`src/rtl/calc_key_ctrl_if.sv`:
```
// Keypad-side bus of calc_key_ctrl: key code, asynchronous validate strobe
// and the one-cycle acknowledge returned for every accepted key.
interface calc_key_ctrl_if;
    logic [7:0] data;
    logic       validate;
    logic       key_ack;

    modport master (
        output data,
        output validate,
        input  key_ack
    );

    modport slave (
        input  data,
        input  validate,
        output key_ack
    );
endinterface

```
`src/rtl/calc_key_ctrl.sv`:
```
// Keypad front end of the two-operand signed calculator: synchronises key
// strobes, edits operands A/B, and drives the ALU and blanking display outputs.
// Define AUTO_OFF_EN to build the inactivity auto power-off counter.
module calc_key_ctrl #(
    parameter int unsigned BLINK_HALF   = 25000000,
    parameter int unsigned IDLE_TIMEOUT = 1500000000
) (
    input  logic                  CLOCK_50,
    input  logic                  reset,
    calc_key_ctrl_if.slave        kp,
    output logic [7:0]            mag_A,
    output logic [7:0]            mag_B,
    output logic                  signalA,
    output logic                  signalB,
    output logic                  opr,
    output logic [7:0]            out_A,
    output logic [7:0]            out_B,
    output logic [2:0]            state_o
);

    localparam int unsigned BLINK_PERIOD = 2 * BLINK_HALF;
    localparam int unsigned BW           = (BLINK_PERIOD > 2) ? $clog2(BLINK_PERIOD) : 1;
    localparam logic [BW-1:0] BLINK_HALF_C = BW'(BLINK_HALF);
    localparam logic [BW-1:0] BLINK_LAST   = BW'(BLINK_PERIOD - 1);

    localparam logic [7:0] K_SIGN   = 8'd12;
    localparam logic [7:0] K_DEF_A  = 8'd15;
    localparam logic [7:0] K_CLEAR  = 8'd16;
    localparam logic [7:0] K_ON_OFF = 8'd18;
    localparam logic [7:0] K_DEF_B  = 8'd19;
    localparam logic [7:0] K_SUM    = 8'd26;
    localparam logic [7:0] K_MINUS  = 8'd30;
    localparam logic [7:0] BLANK    = 8'd100;

    typedef enum logic [2:0] {
        ST_OFF    = 3'd0,
        ST_IDLE   = 3'd1,
        ST_EDIT_A = 3'd2,
        ST_EDIT_B = 3'd3
    } state_t;

    function automatic logic [7:0] shift_digit(input logic [7:0] mag, input logic [7:0] key);
        return ((mag % 8'd10) * 8'd10) + key;
    endfunction

    logic          r_sync1;
    logic          r_sync2;
    logic          r_hist;
    logic [1:0]    r_settle;
    logic          r_evt;
    logic [7:0]    r_data;
    logic          w_evt;

    state_t        r_state;
    state_t        w_state_nxt;
    logic [7:0]    r_magA, r_magB;
    logic          r_sA, r_sB, r_opr, r_ack;
    logic [7:0]    w_magA_nxt, w_magB_nxt;
    logic          w_sA_nxt, w_sB_nxt, w_opr_nxt, w_ack_nxt;
    logic          w_blink_rst;
    logic          w_edit_nxt;
    logic [BW-1:0] r_blink;
    logic [7:0]    r_outA, r_outB;
    logic          w_timeout;

    // ---- Stage: validate synchroniser, edge detect, key capture ----
    // The history flop is held at 1 until the synchroniser has flushed its
    // reset zeros, so a strobe held high across reset never looks like an edge.
    assign w_evt = r_sync2 & ~r_hist;

    always_ff @(posedge CLOCK_50) begin
        if (reset) begin
            r_sync1  <= 1'b0;
            r_sync2  <= 1'b0;
            r_hist   <= 1'b1;
            r_settle <= 2'd0;
            r_evt    <= 1'b0;
        end else begin
            r_sync1 <= kp.validate;
            r_sync2 <= r_sync1;
            r_hist  <= (r_settle == 2'd2) ? r_sync2 : 1'b1;
            if (r_settle != 2'd2) begin
                r_settle <= r_settle + 2'd1;
            end
            r_evt <= w_evt;
        end
    end

    always_ff @(posedge CLOCK_50) begin
        if (w_evt) begin
            r_data <= kp.data;
        end
    end

    // ---- Stage: key decode and operand state machine ----
    always_comb begin
        w_state_nxt = r_state;
        w_magA_nxt  = r_magA;
        w_magB_nxt  = r_magB;
        w_sA_nxt    = r_sA;
        w_sB_nxt    = r_sB;
        w_opr_nxt   = r_opr;
        w_ack_nxt   = 1'b0;
        w_blink_rst = 1'b0;

        if (r_evt) begin
            if (r_state == ST_OFF) begin
                if (r_data == K_ON_OFF) begin
                    w_state_nxt = ST_IDLE;
                    w_magA_nxt  = 8'd0;
                    w_magB_nxt  = 8'd0;
                    w_sA_nxt    = 1'b0;
                    w_sB_nxt    = 1'b0;
                    w_opr_nxt   = 1'b0;
                    w_ack_nxt   = 1'b1;
                end
            end else begin
                case (r_data)
                    K_ON_OFF: begin
                        w_state_nxt = ST_OFF;
                        w_magA_nxt  = 8'd0;
                        w_magB_nxt  = 8'd0;
                        w_sA_nxt    = 1'b0;
                        w_sB_nxt    = 1'b0;
                        w_opr_nxt   = 1'b0;
                        w_ack_nxt   = 1'b1;
                    end
                    K_CLEAR: begin
                        w_state_nxt = ST_IDLE;
                        w_magA_nxt  = 8'd0;
                        w_magB_nxt  = 8'd0;
                        w_sA_nxt    = 1'b0;
                        w_sB_nxt    = 1'b0;
                        w_ack_nxt   = 1'b1;
                    end
                    K_DEF_A: begin
                        w_state_nxt = ST_EDIT_A;
                        w_magA_nxt  = 8'd0;
                        w_sA_nxt    = 1'b0;
                        w_blink_rst = 1'b1;
                        w_ack_nxt   = 1'b1;
                    end
                    K_DEF_B: begin
                        w_state_nxt = ST_EDIT_B;
                        w_magB_nxt  = 8'd0;
                        w_sB_nxt    = 1'b0;
                        w_blink_rst = 1'b1;
                        w_ack_nxt   = 1'b1;
                    end
                    K_SUM: begin
                        w_opr_nxt = 1'b0;
                        w_ack_nxt = 1'b1;
                    end
                    K_MINUS: begin
                        w_opr_nxt = 1'b1;
                        w_ack_nxt = 1'b1;
                    end
                    K_SIGN: begin
                        if (r_state == ST_EDIT_A) begin
                            w_sA_nxt  = ~r_sA;
                            w_ack_nxt = 1'b1;
                        end else if (r_state == ST_EDIT_B) begin
                            w_sB_nxt  = ~r_sB;
                            w_ack_nxt = 1'b1;
                        end
                    end
                    default: begin
                        if (r_data <= 8'd9) begin
                            if (r_state == ST_EDIT_A) begin
                                w_magA_nxt = shift_digit(r_magA, r_data);
                                w_ack_nxt  = 1'b1;
                            end else if (r_state == ST_EDIT_B) begin
                                w_magB_nxt = shift_digit(r_magB, r_data);
                                w_ack_nxt  = 1'b1;
                            end
                        end
                    end
                endcase
            end
        end

        // An accepted key in the same cycle beats the inactivity timeout.
        if (!w_ack_nxt && w_timeout) begin
            w_state_nxt = ST_OFF;
            w_magA_nxt  = 8'd0;
            w_magB_nxt  = 8'd0;
            w_sA_nxt    = 1'b0;
            w_sB_nxt    = 1'b0;
            w_opr_nxt   = 1'b0;
        end
    end

    always_ff @(posedge CLOCK_50) begin
        if (reset) begin
            r_state <= ST_OFF;
        end else begin
            r_state <= w_state_nxt;
        end
    end

    always_ff @(posedge CLOCK_50) begin
        if (reset) begin
            r_magA <= 8'd0;
            r_magB <= 8'd0;
            r_sA   <= 1'b0;
            r_sB   <= 1'b0;
            r_opr  <= 1'b0;
            r_ack  <= 1'b0;
        end else begin
            r_magA <= w_magA_nxt;
            r_magB <= w_magB_nxt;
            r_sA   <= w_sA_nxt;
            r_sB   <= w_sB_nxt;
            r_opr  <= w_opr_nxt;
            r_ack  <= w_ack_nxt;
        end
    end

    assign w_edit_nxt = (w_state_nxt == ST_EDIT_A) || (w_state_nxt == ST_EDIT_B);

    always_ff @(posedge CLOCK_50) begin
        if (reset) begin
            r_blink <= '0;
        end else if (!w_edit_nxt || w_blink_rst) begin
            r_blink <= '0;
        end else if (r_blink == BLINK_LAST) begin
            r_blink <= '0;
        end else begin
            r_blink <= r_blink + 1'b1;
        end
    end

`ifdef AUTO_OFF_EN
    logic [31:0] r_idle;

    assign w_timeout = (r_state != ST_OFF) && (r_idle == IDLE_TIMEOUT - 1);

    always_ff @(posedge CLOCK_50) begin
        if (reset) begin
            r_idle <= 32'd0;
        end else if (w_ack_nxt || (r_state == ST_OFF) || w_timeout) begin
            r_idle <= 32'd0;
        end else begin
            r_idle <= r_idle + 32'd1;
        end
    end
`else
    // IDLE_TIMEOUT has no effect in this build.
    assign w_timeout = (IDLE_TIMEOUT == 0) & 1'b0;
`endif

    // ---- Stage: registered display with blanking ----
    always_ff @(posedge CLOCK_50) begin
        if (reset) begin
            r_outA <= BLANK;
            r_outB <= BLANK;
        end else begin
            case (r_state)
                ST_OFF: begin
                    r_outA <= BLANK;
                    r_outB <= BLANK;
                end
                ST_EDIT_A: begin
                    r_outA <= (r_blink < BLINK_HALF_C) ? BLANK : r_magA;
                    r_outB <= r_magB;
                end
                ST_EDIT_B: begin
                    r_outA <= r_magA;
                    r_outB <= (r_blink < BLINK_HALF_C) ? BLANK : r_magB;
                end
                default: begin
                    r_outA <= r_magA;
                    r_outB <= r_magB;
                end
            endcase
        end
    end

    assign mag_A      = r_magA;
    assign mag_B      = r_magB;
    assign signalA    = r_sA;
    assign signalB    = r_sB;
    assign opr        = r_opr;
    assign out_A      = r_outA;
    assign out_B      = r_outB;
    assign state_o    = r_state;
    assign kp.key_ack = r_ack;

endmodule

```
`src/flat_wrapper.sv`:
```
// flat-port wrapper written by rule: the top's interface ports become plain ports
module calc_key_ctrl_flat 
#(
    parameter int unsigned BLINK_HALF   = 25000000,
    parameter int unsigned IDLE_TIMEOUT = 1500000000
)
  (CLOCK_50, reset, mag_A, mag_B, signalA, signalB, opr, out_A, out_B, state_o, kp_data, kp_validate, kp_key_ack);
  calc_key_ctrl_if kp_i ();
  input  logic CLOCK_50;
  input  logic reset;
  output logic [7:0] mag_A;
  output logic [7:0] mag_B;
  output logic signalA;
  output logic signalB;
  output logic opr;
  output logic [7:0] out_A;
  output logic [7:0] out_B;
  output logic [2:0] state_o;
  input wire logic [$bits(kp_i.data)-1:0] kp_data;
  input wire logic [$bits(kp_i.validate)-1:0] kp_validate;
  output wire logic [$bits(kp_i.key_ack)-1:0] kp_key_ack;
  assign kp_i.data = kp_data;
  assign kp_i.validate = kp_validate;
  assign kp_key_ack = kp_i.key_ack;
  calc_key_ctrl #(.BLINK_HALF(BLINK_HALF), .IDLE_TIMEOUT(IDLE_TIMEOUT)) u_core (.CLOCK_50(CLOCK_50), .reset(reset), .kp(kp_i), .mag_A(mag_A), .mag_B(mag_B), .signalA(signalA), .signalB(signalB), .opr(opr), .out_A(out_A), .out_B(out_B), .state_o(state_o));
endmodule
```
`config.mk`:
```
export PLATFORM = sky130hd
export DESIGN_NAME = calc_key_ctrl_flat
export DESIGN_NICKNAME = d
export VERILOG_FILES = /design/src/rtl/calc_key_ctrl_if.sv /design/src/rtl/calc_key_ctrl.sv /design/src/flat_wrapper.sv
export SDC_FILE = /design/constraint.sdc
export NUM_CORES = 1
export LEC_CHECK = 0
export BUFFER_PORTS_ARGS = -buffer_cell sky130_fd_sc_hd__buf_2
export CAP_MARGIN = 30
export CORE_MARGIN = 5
export CORE_UTILIZATION = 36
export CTS_BUF_LIST = sky130_fd_sc_hd__clkbuf_8
export CTS_CLUSTER_DIAMETER = 80
export DETAILED_ROUTE_END_ITERATION = 6
export GPL_TIMING_DRIVEN = 0
export PLACE_DENSITY = 0.57
export SYNTH_ARGS = -nofsm -noshare
export SYNTH_HDL_FRONTEND = slang
export SYNTH_SLANG_ARGS = --single-unit
```
`constraint.sdc`:
```
create_clock -name CLOCK_50 -period 3.7 [get_ports CLOCK_50]
set_input_delay 0.37 -clock CLOCK_50 [delete_from_list [all_inputs] [get_ports CLOCK_50]]
set_output_delay 0.37 -clock CLOCK_50 [all_outputs]
set_load 0.1 [all_outputs]
```
### Yosys cells after proc, flatten, opt, wreduce, memory -nomap -nowiden

Index checks and enable logic that the tools add are counted.

| cells by class | value |
|---|---|
| add/sub/neg operators | 4 |
| bitwise gates (word level) | 6 |
| divide/modulo/power cells | 2 |
| $lt $le $gt $ge | 2 |
| multiplexer cells | 37 |
| shift-type cells | 0 |
| eq/ne operators | 21 |
| multiply operators | 2 |
| reduce and logical (&&, ||, !) cells | 26 |

Operator list:

| kind | number |
|---|---|
| two-way mux 8 bit | 10 |
| case mux 8 bit (2 select lines) | 4 |
| equality test 8 x 5 -> 1 bit, second input constant | 5 |
| adder 26 x 1 -> 26 bit, second input constant | 1 |
| equality test 26 bit, second input constant | 1 |
| less-than comparator 26 x 25 -> 1 bit, second input constant | 1 |
| nonzero test 3 bit | 7 |
| adder 8 bit | 2 |
| equality test 8 x 4 -> 1 bit, second input constant | 2 |
| modulo 8 x 4 -> 8 bit, second input constant | 2 |
| multiplier 8 x 3 -> 7 bit, second input constant | 2 |
| two-way mux 1 bit | 15 |
| equality test 3 x 2 -> 1 bit, second input constant | 4 |
| case mux 3 bit (4 select lines) | 1 |
| AND reduction 5 bit | 2 |
| two-way mux 3 bit | 3 |
| OR reduction 3 bit | 3 |
| <= comparator 8 x 4 -> 1 bit, second input constant | 1 |
| case mux 1 bit (2 select lines) | 4 |
| OR reduction 2 bit | 4 |
| OR reduction 4 bit | 2 |
| inequality test 3 x 1 -> 1 bit, second input constant | 2 |
| inequality test 3 x 2 -> 1 bit, second input constant | 2 |
| AND reduction 6 bit | 1 |
| 12 further kinds | 19 |

| storage, ports and cells | value |
|---|---|
| input port bits | 11 |
| bits in read-only memories | 0 |
| bits in writable memories | 0 |
| memories kept | 0 |
| output and inout port bits | 39 |
| logic and storage cells | 116 |
| flip-flop bits (word level) | 79 |
| latch bits | 0 |

### Depth between registers and ports, before layout

Gate-level depths: netlist of run 1.

| logic depth | value |
|---|---|
| word-level depth | 9 |
| depth in mapped cells | 18 |
| gate-level depth less buffers | 16 |

### Least setup slack after synthesis of run 1

Ideal clock, no wire load.

| timing | value |
|---|---|
| path kind | reg2reg |
| start | register u_core.r_magB[7] (netlist: u_core.mag_B[7]) |
| end | register u_core.r_magB[7] (netlist: u_core.mag_B[7]) |
| setup time | 0.101 ns |
| buffers on the path | 2 |
| data arrival time | 4.481 ns |
| path slack | -0.883 ns |
| data required time | 3.599 ns |
| stages on the path, launching flop included | 19 |
| period minus slack after synthesis | 4.583 ns |
| cells stage by stage | dfxtp_1 > buf_2 > nand2b_1 > clkbuf_1 > o21ai_0 > o31a_1 > o221ai_1 > and3_1 > o211ai_1 > o31ai_1 > ha_1 > ha_1 > fa_1 > ha_1 > a21boi_0 > o21ai_0 > nand2b_1 > xnor2_1 > o41ai_1 |

| between the ends | value |
|---|---|
| longest elaborated chain between the ends | 8 |

Ends and longest elaborated chain:

| what | RTL line | source |
|---|---|---|
| start: declaration | calc_key_ctrl.sv:56 | `logic [7:0] r_magA, r_magB;` |
| start signal: assignment | calc_key_ctrl.sv:211 | `r_magB <= w_magB_nxt;` |
| modulo 8 x 4 -> 8 bit | calc_key_ctrl.sv:43 | `return ((mag % 8'd10) * 8'd10) + key;` |
| multiplier 8 x 3 -> 7 bit | calc_key_ctrl.sv:43 |  |
| adder 8 bit | calc_key_ctrl.sv:43 |  |
| two-way mux 8 bit | calc_key_ctrl.sv:172 | `end else if (r_state == ST_EDIT_B) begin` |
| two-way mux 8 bit | calc_key_ctrl.sv:169 | `if (r_state == ST_EDIT_A) begin` |
| two-way mux 8 bit | calc_key_ctrl.sv:168 | `if (r_data <= 8'd9) begin` |
| case mux 8 bit (2 select lines) | calc_key_ctrl.sv:118 | `case (r_data)` |
| two-way mux 8 bit | calc_key_ctrl.sv:107 | `if (r_state == ST_OFF) begin` |

No other way between the ends. The select of a mux whose other input is x is not followed.
A chain may end at the register's enable or synchronous reset.

### Final worst setup path of run 1

| timing | value |
|---|---|
| start | register u_core.r_magB[5] (netlist: u_core.mag_B[5]) |
| end | register u_core.r_magB[7] (netlist: u_core.mag_B[7]) |

The elaborated chain is that of the path after synthesis.

==> out/metrics.cfg, run 1 <==
[outcome]
status = finished with violations
violations = negative setup slack

[timing]
setup_viol = 5
rsz0062_at_grt = true
max_freq_mhz = 252
tightest_slew_ps = 871
worst_slack_ps = -272
finalCriticalPeriod_ps = 3970
hold_violations = 0
min_period_over_period_pct = 107
slew_viol_final = 0
fin_skew_ps = 12.1
max-slew-margin-rel_pct = 41.8

[worst_setup_path]
crit_path_end = u_core.mag_B[7]
startpoint_type = register
worstPathArrival_ps = 4220
reg2reg_slack_ps = -270
crit_type = register to register
crit_required_ps = 3940
rr_endpoint = u_core.mag_B[7]
r2r_cells = 17
cp-startpoint = u_core.mag_B[5]
critPathCaptureType = register
r2r-start = u_core.mag_B[5]
cp_max_fo = 5

[route]
first_pass_iters = 5
first_iter_violations = 268
vias_per_cell = 5.24
vias = 4253
ant_nets = 0
drc = 0
drt_wl_total_mm = 12.4
wl_per_cell_um = 15.3

[yosys]
synthDominantCellAreaShare_pct = 30.0
synthTopCellsByArea = dfxtp_1, ha_1, nor2_1
ys_seq_area_share_pct = 35.1
synth_commonest_cells = dfxtp_1, nor2_1, a21oi_1
syn_area_um2 = 4730
async_flop_share_pct = 0
ys_warn_count = 0
synth_edf_count = 8
synth_cell_type_count = 69
ys.flop_type = dfxtp_1
ys_ff_latch = 79
netlist.top_cell.by_area = dfxtp_1
yosysMostFrequentCell = dfxtp_1
synth_cells = 546
postSynthAreaPerCell_um2 = 8.66

[die]
io_pins = 50
core_um2 = 12800
dieHeight_um = 125
die_width_um = 125
start_util_pct = 37.0
dieArea_um2 = 15500
rows = 41

[clock_tree]
cts_tree = built
clkSinkCount = 79
numCtsBuffers = 9
cts_hold_buf = 0
clockRootBuffer = clkbuf_8
insertion_delay_ps = 370
htree_levels = 3
clk_pin_slew_worst_paths_ps = 80
cts_buffer_depth = 2

[placement]
place_area_um2 = 5320
gp_congestion = 0.862
port_buffers = 49
dp_cells = 770
hpwlAfterDp_mm = 8.74
post-place-ws_ps = -619

[power]
ir_drop_uv = 238
p_per_area_nw_per_um2 = 281
leakage_nw = 2.34

[grt]
grt_pass1_wl_mm = 20.5
overflow = 0
grt_pass1_vias = 4169
grt_util_all_layers_pct = 15.9
antenna_found_initial = 0
grt_max_degree = 17

[cells_and_area]
stdcell_area_um2 = 5890
instances_no_fill = 811
n_antenna_cell = 0
layout-drive-gt1-share_pct = 25.8
syn_to_final_growth_pct = 24.5
nets = 677
utilization_pct = 46.1

[flow_run]
cap_violations = 0

[worst_hold_path]
hp-class = primary input to register

## area by class of cell
class | count | area, µm²
Buffer | 21 | 91.3
Clock buffer | 9 | 124
Clock inverter | 7 | 85.1
Fill cell | 1243 | 6880
Inverter | 16 | 66.3
Multi-Input combinational cell | 427 | 3120
Sequential cell | 79 | 1700
Tap cell | 172 | 215
Timing Repair Buffer | 80 | 489
## cells by family after synthesis
logic type / share of synthesized area (%)
AO/OA/AOI/OAI: 18.0
XOR/XNOR: 9.07
adder cells (fa/ha/maj): 9.10
buffers and inverters: 3.70
flip-flops: 35.1
multiplexers: 0.873
other: 0.0793
AND/OR/NAND/NOR: 24.0
## flip-flops by register name (all words and copies together) (netlist names), 2 cells and up
| register | cells |
|---|---|
| u_core.r_blink | 26 |
| u_core.r_data | 8 |
| u_core.out_A | 8 |
| u_core.r_settle | 2 |
| u_core.mag_B | 8 |
| u_core.mag_A | 8 |
| u_core.state_o | 3 |
| u_core.out_B | 8 |
## what timing repair did
item,4_1_cts,5_1_grt
buffers inserted,26,9
gates resized for setup,28,14
endpoints found under the hold margin,0,0
pin swaps,28,30
setup endpoints to repair,6,7
## report_power, final
part / total, mW / internal, mW / switching, mW
sequential: 0.881 / 0.871 / 0.00964
clock: 0.682 / 0.327 / 0.355
combinational: 0.0922 / 0.0422 / 0.0500
total: 1.66 / 1.24 / 0.414
## how the worst min path moves through the flow
| stage | slack [ps] | depth (start not counted) | to | start |
|---|---|---|---|---|
| 2_1_floorplan | 410 | 2 | u_core.r_hist | u_core.r_sync2 |
| 3_3_place_gp | 420 | 1 | u_core.r_sync2 | u_core.r_sync1 |
| 3_5_place_dp | 420 | 2 | u_core.r_hist | u_core.r_sync2 |
| 4_1_cts | 160 | 1 | u_core.r_data[2] | kp_data[2] |
| 5_1_grt | 150 | 1 | u_core.r_data[2] | kp_data[2] |
| 6_report | 190 | 1 | u_core.r_data[6] | kp_data[6] |
## stage by stage
stage,setup TNS (ps),power [mW],hold slack (ps)
after CTS,-917,1.69,155
after global placement,-1510,0.977,417
after floorplan,-605,0.958,406
after global routing,-1770,1.74,153
after detailed placement,-1530,0.983,425
final,-818,1.66,189
## metal layers
metal | GRT usage [%] | vias up | routed length, µm
met5 | 0 | - | 0
met4 | 5.61 | 0 | 211
met3 | 4.46 | 17 | 528
met2 | 26.5 | 77 | 6020
met1 | 19.7 | 2031 | 5630
li1 | - | 2128 | -
## worst max-delay path: stages (launching register included)
cell and delay, ps:
dfxtp_4 350, buf_6 120, nand2b_4 140, a22o_1 220
o31ai_2 210, o221ai_2 190, and3_1 230, o211ai_1 210
o31ai_2 120, ha_1 300, ha_2 190, fa_1 530
ha_4 220, a21boi_1 130, o21ai_1 140, nand2b_1 120
xnor2_2 170, o41ai_2 250
## layout by cell type, fill, tap and decap left out, drive strengths merged, types with 9 or more instances in the layout
cell type / synthesis / final
and3: 9 / 9
o21ai: 22 / 22
nand2b: 15 / 15
and2: 11 / 11
xnor2: 23 / 23
xor2: 26 / 26
nor2b: 13 / 13
a21oi: 33 / 33
ha: 28 / 28
nand4: 10 / 10
clkbuf: 18 / 25
buf: 9 / 85
dfxtp: 71 / 71
a22oi: 14 / 14
nor3b: 9 / 9
nor3: 12 / 12
inv: 16 / 20
nand3: 25 / 25
nand2: 29 / 29
nor2: 67 / 67
No activity file was read; power rests on OpenSTA's default activity.
==> run 2, diff against run 1 <==
- BUFFER_PORTS_ARGS: -buffer_cell sky130_fd_sc_hd__buf_2 -> not set
- CTS_CLUSTER_SIZE: not set -> 28
- DONT_BUFFER_PORTS: not set -> 1
- PLACE_DENSITY: 0.57 -> 0.54
- REMOVE_ABC_BUFFERS: not set -> 1
==> out/metrics.cfg, run 2 (synthesis gave the netlist of run 1 again) <==
[outcome]
status = finished with violations
violations = negative setup slack

[worst_hold_path]
hold_end = u_core.mag_B[5]
holdPathStages = 1
worstHoldStart = reset
hp-class = primary input to register

[route]
ant_nets = 0
top_layer = met5
vias_per_cell = 5.34
first_iter_violations = 271
wl_per_cell_um = 15.4
dr_wl_met3_um = 381
wl_met2_mm = 6.10
vias = 4129
first_pass_iters = 4
wl_met1_mm = 5.20
drc = 0
drt_wl_total_mm = 11.9

[cells_and_area]
nets = 638
syn_to_final_growth_pct = 29.5
layout-drive-gt1-share_pct = 22.3
final_common_cell = nor2_1
stdcell_area_um2 = 6120
layout_common_cells = nor2_1, dfxtp_1, buf_4
largest_reg_flops = 26
top_register = u_core.r_blink
instances_no_fill = 773

[worst_setup_path]
crit_slowest_cell = dfxtp_4
crit_required_ps = 3970
startpoint_type = register
crit_chain = nor2b_4, o21ai_1, o31a_1, o221ai_2, buf_4, nor2_2, o211ai_1, o31ai_2, ha_1, ha_2, fa_2, ha_4, a21boi_4, o21ai_1, nand2b_1, xnor2_2, o41ai_2
slowest_delay_ps = 600
rr_endpoint = u_core.mag_B[7]
cp_max_fo = 8
crit_type = register to register
r2r_cells = 17
worstPathArrival_ps = 4340
critPathCaptureType = register
r2r-start = u_core.mag_B[6]
reg2reg_slack_ps = -370
cpMostUsedCell = o21ai_1

[clock_tree]
clockRootBuffer = clkbuf_8
cts_buffer_depth = 2
clk_pin_slew_worst_paths_ps = 90
numCtsBuffers = 9
htree_levels = 3
clkSinkCount = 79
cts_tree = built
insertion_delay_ps = 370

[timing]
setup_viol = 4
hold_violations = 0
slew_viol_final = 0
tightest_slew_ps = 1020
worst_slack_ps = -368
min_period_over_period_pct = 110
max-slew-margin-rel_pct = 31.6
rsz0062_at_grt = true
max_freq_mhz = 246
finalCriticalPeriod_ps = 4070
fin_skew_ps = 14.7

[grt]
grt_pass1_wl_mm = 19.7
grt_util_all_layers_pct = 15.3
antenna_found_initial = 2
grt_max_degree = 41
overflow = 0
grt_pass1_vias = 4022

[flow_run]
cap_violations = 0

[die]
io_pins = 50
dieArea_um2 = 15500
start_util_pct = 37.0
dieHeight_um = 125
core_um2 = 12800
die_width_um = 125
rows = 41

[placement]
dp_cells = 717
port_buffers = 0
hpwlAfterDp_mm = 8.10
place_area_um2 = 5340
gp_congestion = 0.859

[power]
p_per_area_nw_per_um2 = 270
ir_drop_uv = 169
leakage_nw = 2.29

==> run 2: stage by stage <==
stage	total power [mW]	utilization (%)	TNS, ps	hold WS [ps]	setup slack (ps)
6_report	1.65	47.9	-684	56.5	-368
5_1_grt	1.73	47.9	-1550	35.7	-528
3_5_place_dp	0.972	41.8	-4890	421	-1170
4_1_cts	1.67	46.6	-527	40.2	-363
3_3_place_gp	0.967	37.9	-10900	416	-1650
2_1_floorplan	0.959	-	-6050	406	-1060
==> run 2: what timing repair did <==
item,in CTS,in global routing
gates resized for setup,51,17
hold endpoints to repair,0,0
pin swaps,16,23
buffers inserted,28,13
cloned,0,0
setup endpoints to repair,9,7
hold buffers,0,0
==> run 2: per-layer routing <==
metal / vias up / track usage (%)
met5: - / 0
met4: 2 / 6.96
met3: 23 / 3.43
met2: 64 / 25.6
met1: 1992 / 18.6
li1: 2048 / -
==> run 2: worst max path at each step <==
stage	cells after the start	from	end
floorplan	16	u_core.mag_B[4]	u_core.mag_B[7]
finish	17	u_core.mag_B[6]	u_core.mag_B[7]
global route	17	u_core.mag_B[6]	u_core.mag_B[7]
detailed placement	15	u_core.mag_B[6]	u_core.mag_B[7]
CTS	17	u_core.mag_B[6]	u_core.mag_B[7]
global placement	16	u_core.mag_B[4]	u_core.mag_B[7]
==> run 2: critical path: cells and delay by family, from the launching register on <==
kind	cells	cell delay (ps)
AO/OA/AOI/OAI	8	1290
adder cells (fa/ha/maj)	4	1280
flip-flops	1	600
AND/OR/NAND/NOR	3	450
buffers and inverters	1	170
XOR/XNOR	1	160
==> run 2: area by class of cell <==
| class | count | area (µm²) |
|---|---|---|
| inverters | 16 | 60.1 |
| multi-input cells | 427 | 3150 |
| repair buffers | 62 | 782 |
| fillers | 1153 | 6650 |
| clock inverters | 7 | 87.6 |
| flip-flops and latches | 79 | 1700 |
| well taps | 172 | 215 |
| diodes | 1 | 2.50 |
| clock buffers | 9 | 124 |
==> run 2: report_power, final <==
part	internal, mW	switching [mW]	total [mW]
sequential	0.871	0.0101	0.881
combinational	0.0350	0.0370	0.0720
clock	0.375	0.323	0.698
total	1.28	0.370	1.65
==> run 3, diff against run 2 <==
- REMOVE_ABC_BUFFERS: 1 -> not set
==> out/metrics.cfg, run 3 (synthesis gave the netlist of run 1 again) <==
[cells_and_area]
layout-drive-gt1-share_pct = 21.7
final_common_cell = nor2_1
n_antenna_cell = 0
fillers = 1205
largest_reg_flops = 26
nets = 650
top_register = u_core.r_blink
syn_to_final_growth_pct = 29.3
layout_common_cells = nor2_1, dfxtp_1, nand2_1
stdcell_area_um2 = 6110

[grt]
antenna_found_initial = 2
overflow = 0
grt_pass1_vias = 4238
grt_max_degree = 17
grt_pass1_wl_mm = 21.0
grt_util_all_layers_pct = 16.3

[clock_tree]
insertion_delay_ps = 370
numCtsBuffers = 9
cts_tree = built
htree_levels = 3
clk_pin_slew_worst_paths_ps = 90
cts_buffer_depth = 2
clkSinkCount = 79
clockRootBuffer = clkbuf_8

[timing]
worst_slack_ps = -534
hold_violations = 0
fin_skew_ps = 16.5
max_freq_mhz = 236
finalCriticalPeriod_ps = 4230
whs_ps = 89.3
max-slew-margin-rel_pct = 34.8
slew_viol_final = 0
setup_viol = 6
rsz0062_at_grt = true
tightest_slew_ps = 977
fin_tns_setup_ps = -2170
min_period_over_period_pct = 114

[die]
core_um2 = 12800
rows = 41
die_width_um = 125
dieArea_um2 = 15500
io_pins = 50
start_util_pct = 37.0
dieHeight_um = 125

[power]
p_per_area_nw_per_um2 = 269
leakage_nw = 2.27
ir_drop_uv = 272

[route]
vias_per_cell = 5.35
wl_met1_mm = 5.58
drc = 0
first_pass_iters = 4
first_iter_violations = 265
drt_wl_total_mm = 12.3
top_layer = met5
wl_per_cell_um = 15.7
wl_met2_mm = 5.85
vias = 4192
ant_nets = 0
dr_wl_met3_um = 676

[worst_hold_path]
hp-class = primary input to register

[placement]
gp_congestion = 0.852
place_area_um2 = 5340
port_buffers = 0
hpwlAfterDp_mm = 8.79

[flow_run]
cap_violations = 0

[worst_setup_path]
crit_type = register to register
crit_required_ps = 3940
worstPathArrival_ps = 4470
startpoint_type = register
critPathCaptureType = register
cp_max_fo = 5

[outcome]
status = finished with violations
violations = negative setup slack

-- run 3: changes by cell type in the layout (fill, tap and decap cells not counted), sizes merged --
cell / delta
clkinv: -1
bufinv: -1
clkbuf: +19
inv: +2
diode: -1
buf: -7
-- run 3: worst paths after layout --
check | from | end | slack [ps] | cells after the start
worst min register to register | u_core.r_sync2 | u_core.r_hist | 430 | 2
worst min-delay path | kp_data[1] | u_core.r_data[1] | 90 | 0
worst max register to register | u_core.mag_A[6] | u_core.mag_A[7] | -530 | 17
worst max-delay path | u_core.mag_A[6] | u_core.mag_A[7] | -530 | 17
-- run 3: layout make-up --
type                       count  area (µm²)  area share (%)
clock buffer                   9         124            2.03
sequential                    79        1710            27.9
multi-input combinational    427        3180            52.0
buffer                        26         175            2.86
clock inverter                 7        85.1            1.39
timing repair buffer          48         558            9.13
tap                          172         215            3.52
inverter                      16        71.3            1.17
-- run 3: critical path, stage by stage, from the launching register on --
cell and delay [ps]:
dfxtp_4 550, buf_8 160, inv_8 30, and2_4 150, a221oi_4 300, o2111ai_4 190
nor4b_4 170, a2111oi_2 390, nand4_1 190, ha_1 320, ha_2 200, fa_1 490
ha_4 330, inv_2 30, o21bai_1 130, a21oi_1 90, xnor2_1 260, o31ai_1 110
-- run 3: repair_timing --
| action | in CTS | in global routing |
|---|---|---|
| pin swaps | 28 | 25 |
| hold buffers | 0 | 0 |
| setup buffers | 34 | 5 |
| endpoints found under the setup margin | 8 | 7 |
| resized for setup | 40 | 26 |
-- run 3: power breakdown --
group / internal (mW) / switching [mW]
Clock: 0.327 / 0.354
Combinational: 0.0394 / 0.0479
Sequential: 0.870 / 0.00946
-- run 3: metal layers --
metal	track usage, %	up-vias
li1	-	2072
met1	19.4	2012
met2	27.0	86
met3	6.26	18
met4	5.29	4
met5	0	-
-- run 3: stage by stage --
| step | std cells | setup slack, ps | util, % | power, mW |
|---|---|---|---|---|
| 2_1_floorplan | 549 | -279 | - | 0.958 |
| 3_3_place_gp | 721 | -905 | 39.7 | 0.971 |
| 3_5_place_dp | 736 | -954 | 41.8 | 0.976 |
| 4_1_cts | 782 | -555 | 46.7 | 1.67 |
| 5_1_grt | 784 | -714 | 47.9 | 1.74 |
| 6_report | 784 | -534 | 47.9 | 1.65 |
